===== config.mk =====
export PLATFORM = sky130hd
export DESIGN_NAME = sk9822_rx_decoder
export DESIGN_NICKNAME = d
export VERILOG_FILES = /design/src/rtl/sk9822_rx_decoder.sv
export SDC_FILE = /design/constraint.sdc
export NUM_CORES = 1
export LEC_CHECK = 0
export CORE_ASPECT_RATIO = 2
export CORE_UTILIZATION = 45
export CTS_CLUSTER_DIAMETER = 200
export DETAILED_ROUTE_END_ITERATION = 16
export PLACE_DENSITY = 0.7
export RECOVER_POWER = 25
export SYNTH_ARGS = -nofsm -noshare
export SYNTH_HDL_FRONTEND = slang
export SYNTH_SLANG_ARGS = --single-unit

===== constraint.sdc =====
create_clock -name clk -period 7.7 [get_ports clk]
set_input_delay 1.925 -clock clk [delete_from_list [all_inputs] [get_ports clk]]
set_output_delay 1.925 -clock clk [all_outputs]
set_load 0.01 [all_outputs]

===== src/rtl/sk9822_rx_decoder.sv =====
// SK9822 link monitor: oversamples cko/sdo, checks start/LED/end frame structure
// and decodes each LED word into brightness and B/G/R fields.
module sk9822_rx_decoder #(
   parameter int NUM_LED     = 8,
   parameter int TIMEOUT_CYC = 4096
) (
   input  logic                       clk,
   input  logic                       rst,
   input  logic                       cko_i,
   input  logic                       sdo_i,
   output logic                       led_valid,
   output logic [$clog2(NUM_LED)-1:0] led_idx,
   output logic [4:0]                 led_bright,
   output logic [7:0]                 led_b,
   output logic [7:0]                 led_g,
   output logic [7:0]                 led_r,
   output logic                       frame_done,
   output logic                       frame_err,
   output logic [1:0]                 err_code
);
   localparam int IDX_W = $clog2(NUM_LED);
   localparam int CNT_W = $clog2(NUM_LED + 1);
   localparam int TO_W  = $clog2(TIMEOUT_CYC);

   typedef enum logic [1:0] {HUNT, SOF, LED, EOFR} state_e;

   state_e           state_q;
   logic             cko_s1_q, cko_s2_q, cko_s3_q, sdo_s1_q, sdo_s2_q;
   logic [5:0]       zero_cnt_q;
   logic [31:0]      word_q;
   logic [4:0]       bit_cnt_q;
   logic [CNT_W-1:0] led_cnt_q;
   logic [TO_W-1:0]  idle_cnt_q;
   logic             word_rdy_q;

   logic             cko_edge, bit_in, in_frame, timeout;
   logic [CNT_W-1:0] led_cnt_d;

   assign cko_edge  = cko_s2_q & ~cko_s3_q;
   assign bit_in    = sdo_s2_q;
   assign in_frame  = (state_q == LED) || (state_q == EOFR);
   assign led_cnt_d = led_cnt_q + CNT_W'(1);
   // A cko edge in the terminal-count cycle keeps the frame alive.
   assign timeout   = in_frame && !cko_edge && !word_rdy_q &&
                      (idle_cnt_q == TO_W'(TIMEOUT_CYC - 1));

   always_ff @(posedge clk or posedge rst) begin
      if (rst) begin
         state_q    <= HUNT;
         cko_s1_q   <= 1'b0;
         cko_s2_q   <= 1'b0;
         cko_s3_q   <= 1'b0;
         sdo_s1_q   <= 1'b0;
         sdo_s2_q   <= 1'b0;
         zero_cnt_q <= '0;
         word_q     <= '0;
         bit_cnt_q  <= '0;
         led_cnt_q  <= '0;
         idle_cnt_q <= '0;
         word_rdy_q <= 1'b0;
         led_valid  <= 1'b0;
         led_idx    <= '0;
         led_bright <= '0;
         led_b      <= '0;
         led_g      <= '0;
         led_r      <= '0;
         frame_done <= 1'b0;
         frame_err  <= 1'b0;
         err_code   <= '0;
      end else begin
         cko_s1_q   <= cko_i;
         cko_s2_q   <= cko_s1_q;
         cko_s3_q   <= cko_s2_q;
         sdo_s1_q   <= sdo_i;
         sdo_s2_q   <= sdo_s1_q;
         led_valid  <= 1'b0;
         frame_done <= 1'b0;
         frame_err  <= 1'b0;
         word_rdy_q <= 1'b0;
         idle_cnt_q <= (in_frame && !cko_edge) ? idle_cnt_q + TO_W'(1) : '0;

         if (timeout) begin
            frame_err  <= 1'b1;
            err_code   <= 2'd3;
            state_q    <= HUNT;
            zero_cnt_q <= '0;
         end else if (word_rdy_q) begin
            // Word assembled on the previous edge; judge it one cycle later.
            zero_cnt_q <= '0;
            if (state_q == LED) begin
               if (word_q[31:29] == 3'b111) begin
                  led_valid  <= 1'b1;
                  led_idx    <= led_cnt_q[IDX_W-1:0];
                  led_bright <= word_q[28:24];
                  led_b      <= word_q[23:16];
                  led_g      <= word_q[15:8];
                  led_r      <= word_q[7:0];
                  led_cnt_q  <= led_cnt_d;
                  if (led_cnt_d == CNT_W'(NUM_LED)) state_q <= EOFR;
               end else begin
                  frame_err <= 1'b1;
                  err_code  <= 2'd1;
                  state_q   <= HUNT;
               end
            end else begin
               if (&word_q) begin
                  frame_done <= 1'b1;
               end else begin
                  frame_err <= 1'b1;
                  err_code  <= 2'd2;
               end
               state_q <= HUNT;
            end
         end else if (cko_edge) begin
            case (state_q)
               HUNT: begin
                  if (bit_in) begin
                     zero_cnt_q <= '0;
                  end else begin
                     if (zero_cnt_q != 6'd32) zero_cnt_q <= zero_cnt_q + 6'd1;
                     if (zero_cnt_q == 6'd31) state_q <= SOF;
                  end
               end
               SOF: begin
                  if (bit_in) begin
                     word_q    <= 32'd1;
                     bit_cnt_q <= 5'd1;
                     led_cnt_q <= '0;
                     state_q   <= LED;
                  end
               end
               default: begin
                  word_q     <= {word_q[30:0], bit_in};
                  bit_cnt_q  <= bit_cnt_q + 5'd1;
                  word_rdy_q <= (bit_cnt_q == 5'd31);
               end
            endcase
         end
      end
   end
endmodule

# ---- After elaboration in Yosys (flattened, before gate mapping)
# Index checks and enable logic that the tools add are counted.
dict set report totals {
  output_inout_bits 37
  reg_bits 104
  elab_cells 120
}
dict set report op_classes {
  reduce_logical 23
  add_sub_neg 4
  eq_ne 18
  mux 49
  bitwise_logic 5
}
# operator count
set ops {}
lappend ops {{one-hot mux 32 bit (2 select lines)} 1}
lappend ops {{two-way mux 6 bit} 6}
lappend ops {{two-way mux 32 bit} 1}
lappend ops {{AND reduction 32 bit} 1}
lappend ops {{two-way mux 2 bit} 14}
lappend ops {{two-way mux 4 bit} 6}
lappend ops {{two-way mux 1 bit} 17}
lappend ops {{adder 12 x 1 -> 12 bit (second input constant)} 1}
lappend ops {{equality test 12 bit (second input constant)} 1}
lappend ops {{two-way mux 12 bit} 1}
lappend ops {{inequality test 4 bit (second input constant)} 3}
lappend ops {{AND reduction 6 bit} 2}
lappend ops {{one-hot mux 5 bit (2 select lines)} 1}
lappend ops {{nonzero test 2 bit} 4}
lappend ops {{nonzero test 4 bit} 2}
lappend ops {{adder 6 x 1 -> 6 bit (second input constant)} 1}
lappend ops {{equality test 6 x 5 -> 1 bit (second input constant)} 1}
lappend ops {{inequality test 3 bit (second input constant)} 2}
lappend ops {{inequality test 6 bit (second input constant)} 1}
lappend ops {{AND reduction 3 bit} 2}
lappend ops {{nonzero test 3 bit} 2}
lappend ops {{adder 5 x 1 -> 5 bit (second input constant)} 1}
lappend ops {{equality test 5 bit (second input constant)} 1}
lappend ops {{two-way mux 5 bit} 1}
lappend ops {{other kinds (18)} 26}

# ---- Depth between registers and ports, before layout
# Gate-level depths: netlist of run 1.
dict set report logic_depth {
  ltp_word 8
  ltp_mapped 7
  mapped_depth_nobuf 5
}

# ---- Worst setup path after synthesis of run 1
# No wires, ideal clock.
dict set report synth_path {
  kind {reg-to-output}
  start {register err_code[0]}
  end {output port err_code[0]}
  setup_slack_ps 5390
  path_stages_with_launch 1
  required_ps 5775
  t_arrival_ps 385
  n_path_buf 0
  path_cell_list {dfrtp_1}
}
# element line_no
set synth_rtl {}
lappend synth_rtl {{from (decl)} 19} ;# output logic [1:0] err_code
lappend synth_rtl {{from (signal assigned)} 69} ;# err_code <= '0;
lappend synth_rtl {{from (signal assigned)} 84} ;# err_code <= 2'd3;
lappend synth_rtl {{from (signal assigned)} 102} ;# err_code <= 2'd1;
# No word-level cell between the ends.

# ---- Final worst setup path of run 1
dict set report layout_path {
  start {register state_q[1]}
  end {register led_bright[2]}
}
dict set report layout_via {
  elab_chain_len 7
}
# element line_no
set layout_lines {}
lappend layout_lines {{from (decl)} 27} ;# state_e state_q;
lappend layout_lines {{from (signal assigned)} 49} ;# state_q <= HUNT;
lappend layout_lines {{from (signal assigned)} 85} ;# state_q <= HUNT;
lappend layout_lines {{from (signal assigned)} 99} ;# if (led_cnt_d == CNT_W'(NUM_LED)) state_q <= EOFR;
lappend layout_lines {{equality test 2 bit (on tied branches)} {41, 90}}
lappend layout_lines {{logical OR 1 bit} 41} ;# assign in_frame = (state_q == LED) || (state_q == EOFR);
lappend layout_lines {{logical AND 1 bit (3 in a row)} 44} ;# assign timeout = in_frame && !cko_edge && !word_rdy_q &&
lappend layout_lines {{inverter 1 bit (no source line)} n/a}
lappend layout_lines {{AND reduction 4 bit (no source line) *} n/a}
lappend layout_lines {{to (signal assigned)} 94} ;# led_bright <= word_q[28:24];
lappend layout_lines {{to (decl)} 13} ;# output logic [4:0] led_bright,
# Every way passes the cells marked *; elsewhere a longest branch is shown, timed or not.
# A chain may end at the register's enable or synchronous reset.

==> impl_summary.txt, run 1 <==
----------------------------------------------------
[Outcome]
  Run status ... finished with violations
  Failing checks ... capacitance limit, slew limit

[Clock tree]
  Post-CTS setup buffer count ... 0
  Bufs on Longest Clock Path ... 2
  H-tree levels ... 3
  Clock-pin slew on the worst setup and hold paths ... 0.07 ns
  Latest clock arrival within the worst-skew pair ... 0.34 ns
  TritonCTS clock tree ... yes
  CTS root buf ... clkbuf_16
  CTS Buf Count ... 9
  Hold_buf cts ... 0
  Number of clock sinks ... around 100
  Number of instances resized during post-cts repair ... 0

[Timing]
  Final hold viol count ... 0
  Least-Margin Pin Slew ... 1.92 ns
  Final number of max-transition violations ... 37
  Slew margin rel. ... -27.8%
  Max Freq ... just over 300 MHz
  Min Tclk post-route ... roughly 3.2 ns
  Unrepaired setup endpoints after global routing ... no
  Setup WS post-layout ... 4.49 ns
  Final setup violation count ... 0
  Final clock period utilization by the worst path ... between 40% and 50%
  Total Negative Setup Slacks ... 0 ns
  Post-Route Skew ... 0.00586 ns

[Power and ir drop]
  Relative contribution of combinational cells to total power ... 2.8%
  Net switching share of the total power ... between 20% and 30%
  Share of total power in the clock network ... 44.0%
  Share of total power in sequential cells ... between 50% and 60%
  Largest voltage drop on the vdd net ... 0.145 mV
  Power Internal ... between 800 and 900 µW
  Ratio of total power to cell area ... between 200 and 250 mW/mm²
  Leakage dissipation ... roughly 2.4 nW
  NetSw ... around 220 µW

[Floorplan]
  Area inside the core boundary ... 0.00932 mm²
  Die Y ... between 100 and 150 µm
  Floorplan row count ... 50
  Initial Util ... ~46%
  Io pins ... 41
  Full die area ... 0.00993 mm²
  Horizontal extent of the die ... roughly 70 µm

[Layout]
  Relative area change from synthesis to final layout ... 18.2%
  Count of nets after finishing ... about 380
  Fraction of final layout cells with drive strength greater than 1 ... between 10 and 15%
  Diodes inserted ... 0

[Global routing]
  Via count of the first global-routing pass ... around 2900
  Met3 global-route usage ... 3.09%
  Maximum number of pins on one net before global-route repair ... 61
  GR Layer Usage met2 ... 34.2%
  Global-route wire length before repair ... around 14 mm
  Busiest layer in global routing ... met2
  Routing usage on met1 ... roughly a fifth
  Residual overflow from global routing ... 0
  Total GRT Usage ... 18.5%
  Number of antenna violations at the first check in global routing ... 0

[Synth]
  Average cell area after synthesis ... around 13 µm²
  Flop and latch count out of synthesis ... between 100 and 150
  Mapped Cells ... between 300 and 400
  Warnings from Yosys ... 0
  Number of nets produced by synthesis ... ~350
  Most frequently used flop master after synthesis ... dfrtp_1
  Post-synth EDFFs ... 0
  Sequential element share of the synthesized area ... between 60% and 70%
  Synth async-reset ratio ... 100%
  Distinct cell type count after synthesis ... 42
  Post-synthesis instance area ... 0.00428 mm²

[Critical path]
  Reg2reg path depth ... 4
  Cell class contributing the biggest share of worst-path delay ... buffers and inverters
  Count of buffer and inverter cells on the critical path ... 1
  Element type at the critical path end ... register
  Worst R2R Setup Slack ... between 4 and 5 ns
  Setup crit start kind ... register
  Worst setup path endpoint ... led_bright[2]
  Capture instance of the worst register-to-register path ... led_bright[2]
  Worst path cell trace ... nor2b_1 > and2_0 > clkbuf_1 > mux2_2
  Req. time, crit path ... around 8 ns
  Peak per-stage delay on the critical path ... approximately 1.4 ns
  Cell with the biggest individual delay on the critical path ... clkbuf_1
  Critical path origin ... state_q[1]
  Max Fanout on Critical Path ... 36
  Type of the setup path with the least slack ... register to register
  Start of the worst register-to-register path ... state_q[1]
  Endpoint arrival time on the critical path ... approximately 3.4 ns
  Instance count on the critical path ... 4

[Place]
  Placement-stage worst setup slack ... slightly above 4 ns
  Detailed placement HPWL ... 5.74 mm
  Port Buffer Count ... 40
  Last weighted congestion value of the routability-driven placer ... roughly 0.76

[Job]
  Total of max-cap violations ... 1

[Detailed routing]
  Via count normalized by instance count ... between 5 and 6
  Remaining antenna violation count after routing ... 0
  Routed wirelength normalized by instance count ... roughly 18 µm
  First-pass DRT Iterations ... 6
  Drt total wl ... ~8.5 mm
  Starting DRC count in detailed routing ... ~170
  Drc violations ... 0
  Total number of vias ... 2770

[Hold path]
  Class of the worst hold path ... register to register

----------------------------------------------------
cells in the final DEF, fill, tap and decap left out, types with 2 or more instances in the layout:
master           synthesis  final
dfrtp_1                104    104
clkdlybuf4s50_1          0     38
a22o_1                  34     34
mux2_2                  33     33
nor2_1                  19     19
nand3_1                 13     13
xor2_1                  13     13
nand2_1                 11     11
nand4_1                 10     10
clkbuf_16                0      9
o21ai_0                  7      8
inv_1                    8      7
and3_1                   7      7
ha_1                     6      6
a21oi_1                  5      5
nor3_1                   6      5
and4_1                   4      4
a31oi_1                  4      4
nor2b_1                  3      3
nand3b_1                 3      3
o211ai_1                 3      3
a211oi_1                 2      2
and2_1                   4      2
mux2i_1                  2      2
and2_0                   0      2
and3b_1                  2      2
clkinv_4                 0      2
clkbuf_1                12      2
clkbuf_8                 0      2
dlygate4sd3_1            0      2
buf_4                    0      2
synthesized netlist by cell type, drive strengths merged (2+ instances only):
| master | instances | share of area [%] |
|---|---|---|
| nand3b | 3 | 0.53 |
| and4 | 4 | 0.82 |
| clkbuf | 12 | 1.1 |
| nor2b | 3 | 0.44 |
| mux2 | 33 | 8.7 |
| buf | 5 | 0.73 |
| nor2 | 19 | 1.7 |
| ha | 6 | 1.8 |
| a22o | 34 | 7.0 |
| a21oi | 5 | 0.58 |
| and3b | 2 | 0.41 |
| mux2i | 2 | 0.47 |
| a211oi | 2 | 0.35 |
| inv | 8 | 0.70 |
| dfrtp | 104 | 61 |
| nand3 | 13 | 1.5 |
| and3 | 7 | 1.0 |
| or4b | 2 | 0.56 |
| a31oi | 4 | 0.58 |
| xor2 | 13 | 2.7 |
| nand2 | 11 | 0.96 |
| and2 | 4 | 0.58 |
| nor3 | 6 | 0.70 |
| o21ai | 8 | 0.94 |
| nand4 | 10 | 1.5 |
| o211ai | 3 | 0.53 |
per-layer routing:
layer / part of all wire, % / vias to the layer above
li1: - / 1303
met1: 40 / 1413
met3: 2.5 / 10
met4: 1.8 / 0
met2: 55 / 44
met5: 0 / -
cell type report:
type | instances | area [µm²]
fillers | 781 | 4260
flip-flops and latches | 104 | 2600
multi-input cells | 207 | 1560
repair buffers | 43 | 419
clock buffers | 12 | 256
well taps | 104 | 130
clock inverters | 4 | 52.6
inverters | 8 | 32.5
how the worst min path moves through the flow:
stage	from	end	slack [ns]	cells past startpoint
final	cko_s1_q	cko_s2_q	0.36	0
after global routing	cko_s1_q	cko_s2_q	0.37	0
after CTS	cko_s1_q	cko_s2_q	0.36	0
after detailed placement	cko_s1_q	cko_s2_q	0.35	0
after global placement	cko_s1_q	cko_s2_q	0.34	0
after floorplan	sdo_s1_q	bit_in	0.33	0
logic make-up after synthesis:
kind of cell,after synthesis,synth area share [%]
DFF,104,60.8
xor gates and xnor gates,14,2.86
muxes,35,9.15
adders and majority gates,6,1.75
and+or+nand+nor,91,11.8
buffers and inverters,25,2.48
AOI/OAI and AO/OA,61,11.1
through the flow:
step	total power [mW]	hold slack, ns	std cells	util (%)	cell area [µm²]
global placement	0.598	0.343	466	51.1	4760
finish	1.05	0.358	482	54.3	5060
floorplan	0.591	0.331	336	-	4280
global route	1.08	0.365	482	54.3	5060
CTS	1.06	0.362	482	54.4	5070
detailed placement	0.602	0.347	466	51.1	4760
power groups by stage:
stage	clock, mW	combinational, mW	sequential, mW
finish	0.463	0.0292	0.560
global route	0.490	0.0339	0.561
CTS	0.471	0.0315	0.560
detailed placement	0	0.0313	0.570
global placement	0	0.0288	0.570
floorplan	0	0.0254	0.566
sequential cells by signal, indices dropped and copies added, names as in the netlist, 3 cells and up:
register    flops
word_q         32
idle_cnt_q     12
led_b           8
led_g           8
led_r           8
zero_cnt_q      6
bit_cnt_q       5
led_bright      5
led_cnt_q       4
led_idx         3
(Power assumes the default switching activity.)
==> run 2, diff against run 1 <==
clock period = 3.2 ns   (was 7.7 ns; I/O delays follow)
==> run 2 against run 1 <==
The run ends with DRC left. Non-clock buffer count up 3. Register-to-register slack worse by 3.3 ns. Die area unchanged. Final area up 0.77%. Flip-flop and latch count unchanged. Count of clock-buffer cells in the layout down 2. Utilization up 0.42 points. Cell count up 0.41%. First-iteration DRC count down 5.4%. Clock power up 130%. Critical path type is now register to output pin. Critical endpoint is now led_r[4]. Largest power group unchanged. Highest routed layer unchanged.
==> impl_summary.txt, run 2 (synthesis results as in run 1) <==
----------------------------------------------------
[Global routing]
  Number of antenna violations at the first check in global routing ... 0
  Maximum number of pins on one net before global-route repair ... 53
  Via count of the first global-routing pass ... ~2800
  Global-route wire length before repair ... around 14 mm
  Total GRT Usage ... 18.5%
  Residual overflow from global routing ... 0

[Critical path]
  Req. time, crit path ... between 2 and 2.5 ns
  Cell class contributing the biggest share of worst-path delay ... buffers and inverters
  Endpoint arrival time on the critical path ... ~1.3 ns
  Worst path cell trace ... clkdlybuf4s50_1
  Cell with the biggest individual delay on the critical path ... clkdlybuf4s50_1
  Max Fanout on Critical Path ... 2
  Reg2reg path depth ... 4
  Element type at the critical path end ... output pin
  Instance count on the critical path ... 1
  Peak per-stage delay on the critical path ... 0.54 ns
  Count of buffer and inverter cells on the critical path ... 1
  Setup crit start kind ... register
  Type of the setup path with the least slack ... register to output pin

[Job]
  Total of max-cap violations ... 0

[Layout]
  Fraction of final layout cells with drive strength greater than 1 ... between 10% and 20%
  Diodes inserted ... 0
  Registers with the most flip-flops ... word_q x32, idle_cnt_q x12
  Max reg flops ... 32
  Filler cells ... just under 800
  Cell area after layout ... just over 0.005 mm²
  Commonest cells after routing, fill and taps aside ... 104 x dfrtp_1, 37 x clkdlybuf4s50_1, 34 x a22o_1, 33 x mux2_2, 19 x nor2_1
  Commonest non-fill, non-tap cell in the layout ... dfrtp_1
  Largest Register ... word_q
  Register Area ... between 0.002 and 0.003 mm²
  Area of the multi-input gates ... 0.00158 mm²
  Relative area change from synthesis to final layout ... 19.1%
  Count of nets after finishing ... ~390

[Place]
  Port Buffer Count ... 40
  Dpl cell area ... 0.00481 mm²
  Last weighted congestion value of the routability-driven placer ... roughly 0.8
  Detailed placement HPWL ... 5.88 mm
  Placement-stage worst setup slack ... 1.20 ns

[Floorplan]
  Die Y ... ~140 µm
  Full die area ... between 0.009 and 0.01 mm²
  Io pins ... 41
  Horizontal extent of the die ... between 70 and 80 µm
  Initial Util ... about 46%
  Floorplan row count ... 50
  Area inside the core boundary ... 0.00932 mm²

[Power and ir drop]
  Leakage dissipation ... approximately 2.4 nW
  Largest voltage drop on the vdd net ... about 0.33 mV
  Total power draw ... between 2 and 2.5 mW
  Ratio of total power to cell area ... 487 mW/mm²

[Timing]
  Min Tclk post-route ... just over 2 ns
  Final hold viol count ... 0
  Final clock period utilization by the worst path ... between 60% and 70%
  Final setup violation count ... 0
  Final number of max-transition violations ... 0
  Least-Margin Pin Slew ... roughly 1.3 ns
  Max Freq ... about 490 MHz
  Post-Route Skew ... roughly 0.0054 ns
  Minimum hold slack ... about 0.35 ns
  Total Negative Setup Slacks ... 0 ns
  Slew margin rel. ... between 10% and 20%
  Unrepaired setup endpoints after global routing ... no
  Setup WS post-layout ... between 1 and 1.5 ns

[Clock tree]
  H-tree levels ... 3
  CTS Buf Count ... 9
  Number of clock sinks ... between 100 and 150
  Latest clock arrival within the worst-skew pair ... 0.34 ns
  Clock-pin slew on the worst setup and hold paths ... around 0.070 ns
  Post-CTS setup buffer count ... 0
  Number of instances resized during post-cts repair ... 0
  Bufs on Longest Clock Path ... 2
  TritonCTS clock tree ... yes
  CTS root buf ... clkbuf_16
  Hold_buf cts ... 0

[Detailed routing]
  Starting DRC count in detailed routing ... roughly 160
  Routed wirelength normalized by instance count ... between 15 and 20 µm
  Drt total wl ... between 8 and 9 mm
  Via count normalized by instance count ... ~5.7
  Total number of vias ... 2758
  Drc violations ... 1
  Remaining antenna violation count after routing ... 0
  First-pass DRT Iterations ... 10

[Hold path]
  Worst Hold Path Cells ... 0
  Class of the worst hold path ... register to register

[Outcome]
  Run status ... finished with violations
  Failing checks ... DRC

----------------------------------------------------
[run 2: cell types whose count changed in the layout (fill, tap and decap cells not counted), moves of 2 or more]
cell,previous run,this run
and2_1,2,4
clkinv_4,2,0
clkbuf_8,2,0
buf_4,2,4
buf_12,0,2
and2_0,2,0
[run 2: area by class of cell]
type,count,area share (%)
clock buffer,10,4.49
tap,104,2.55
multi-input combinational,207,30.9
clock inverter,5,1.10
sequential,104,51.1
timing repair buffer,46,9.23
inverter,8,0.614
[run 2: path summary, 6_finish.rpt]
check / from / end / slack (ns)
setup / recovery: led_r[4] / led_r[4] / 1.15
hold / removal: cko_s1_q / cko_s2_q / 0.35
setup reg to reg: state_q[1] / zero_cnt_q[5] / 1.20
hold reg to reg: cko_s1_q / cko_s2_q / 0.35
max in group asynchronous: rst / word_q[9] / 1.18
min in group asynchronous: rst / sdo_s1_q / 1.19
[run 2: per-layer routing]
| layer | share of wire, % | vias to the layer above | GRT usage (%) |
|---|---|---|---|
| met1 | 40 | 1377 | 22.2 |
| met4 | 4.0 | 0 | 11.7 |
| met2 | 53 | 59 | 30.7 |
| li1 | - | 1301 | - |
| met5 | 0 | - | 0 |
| met3 | 3.0 | 21 | 2.81 |
[run 2: where the power goes]
part	switching [mW]	total, mW	internal [mW]	leakage [nW]
Clock	0.459	1.06	0.602	0.139
Sequential	0.0201	1.35	1.33	1.44
Combinational	0.0452	0.0723	0.0270	0.798
[run 2: stage by stage]
stage,instances,util [%]
after global routing,484,54.7
after detailed placement,469,51.6
after global placement,469,51.6
after CTS,484,54.7
after floorplan,336,-
final,484,54.7
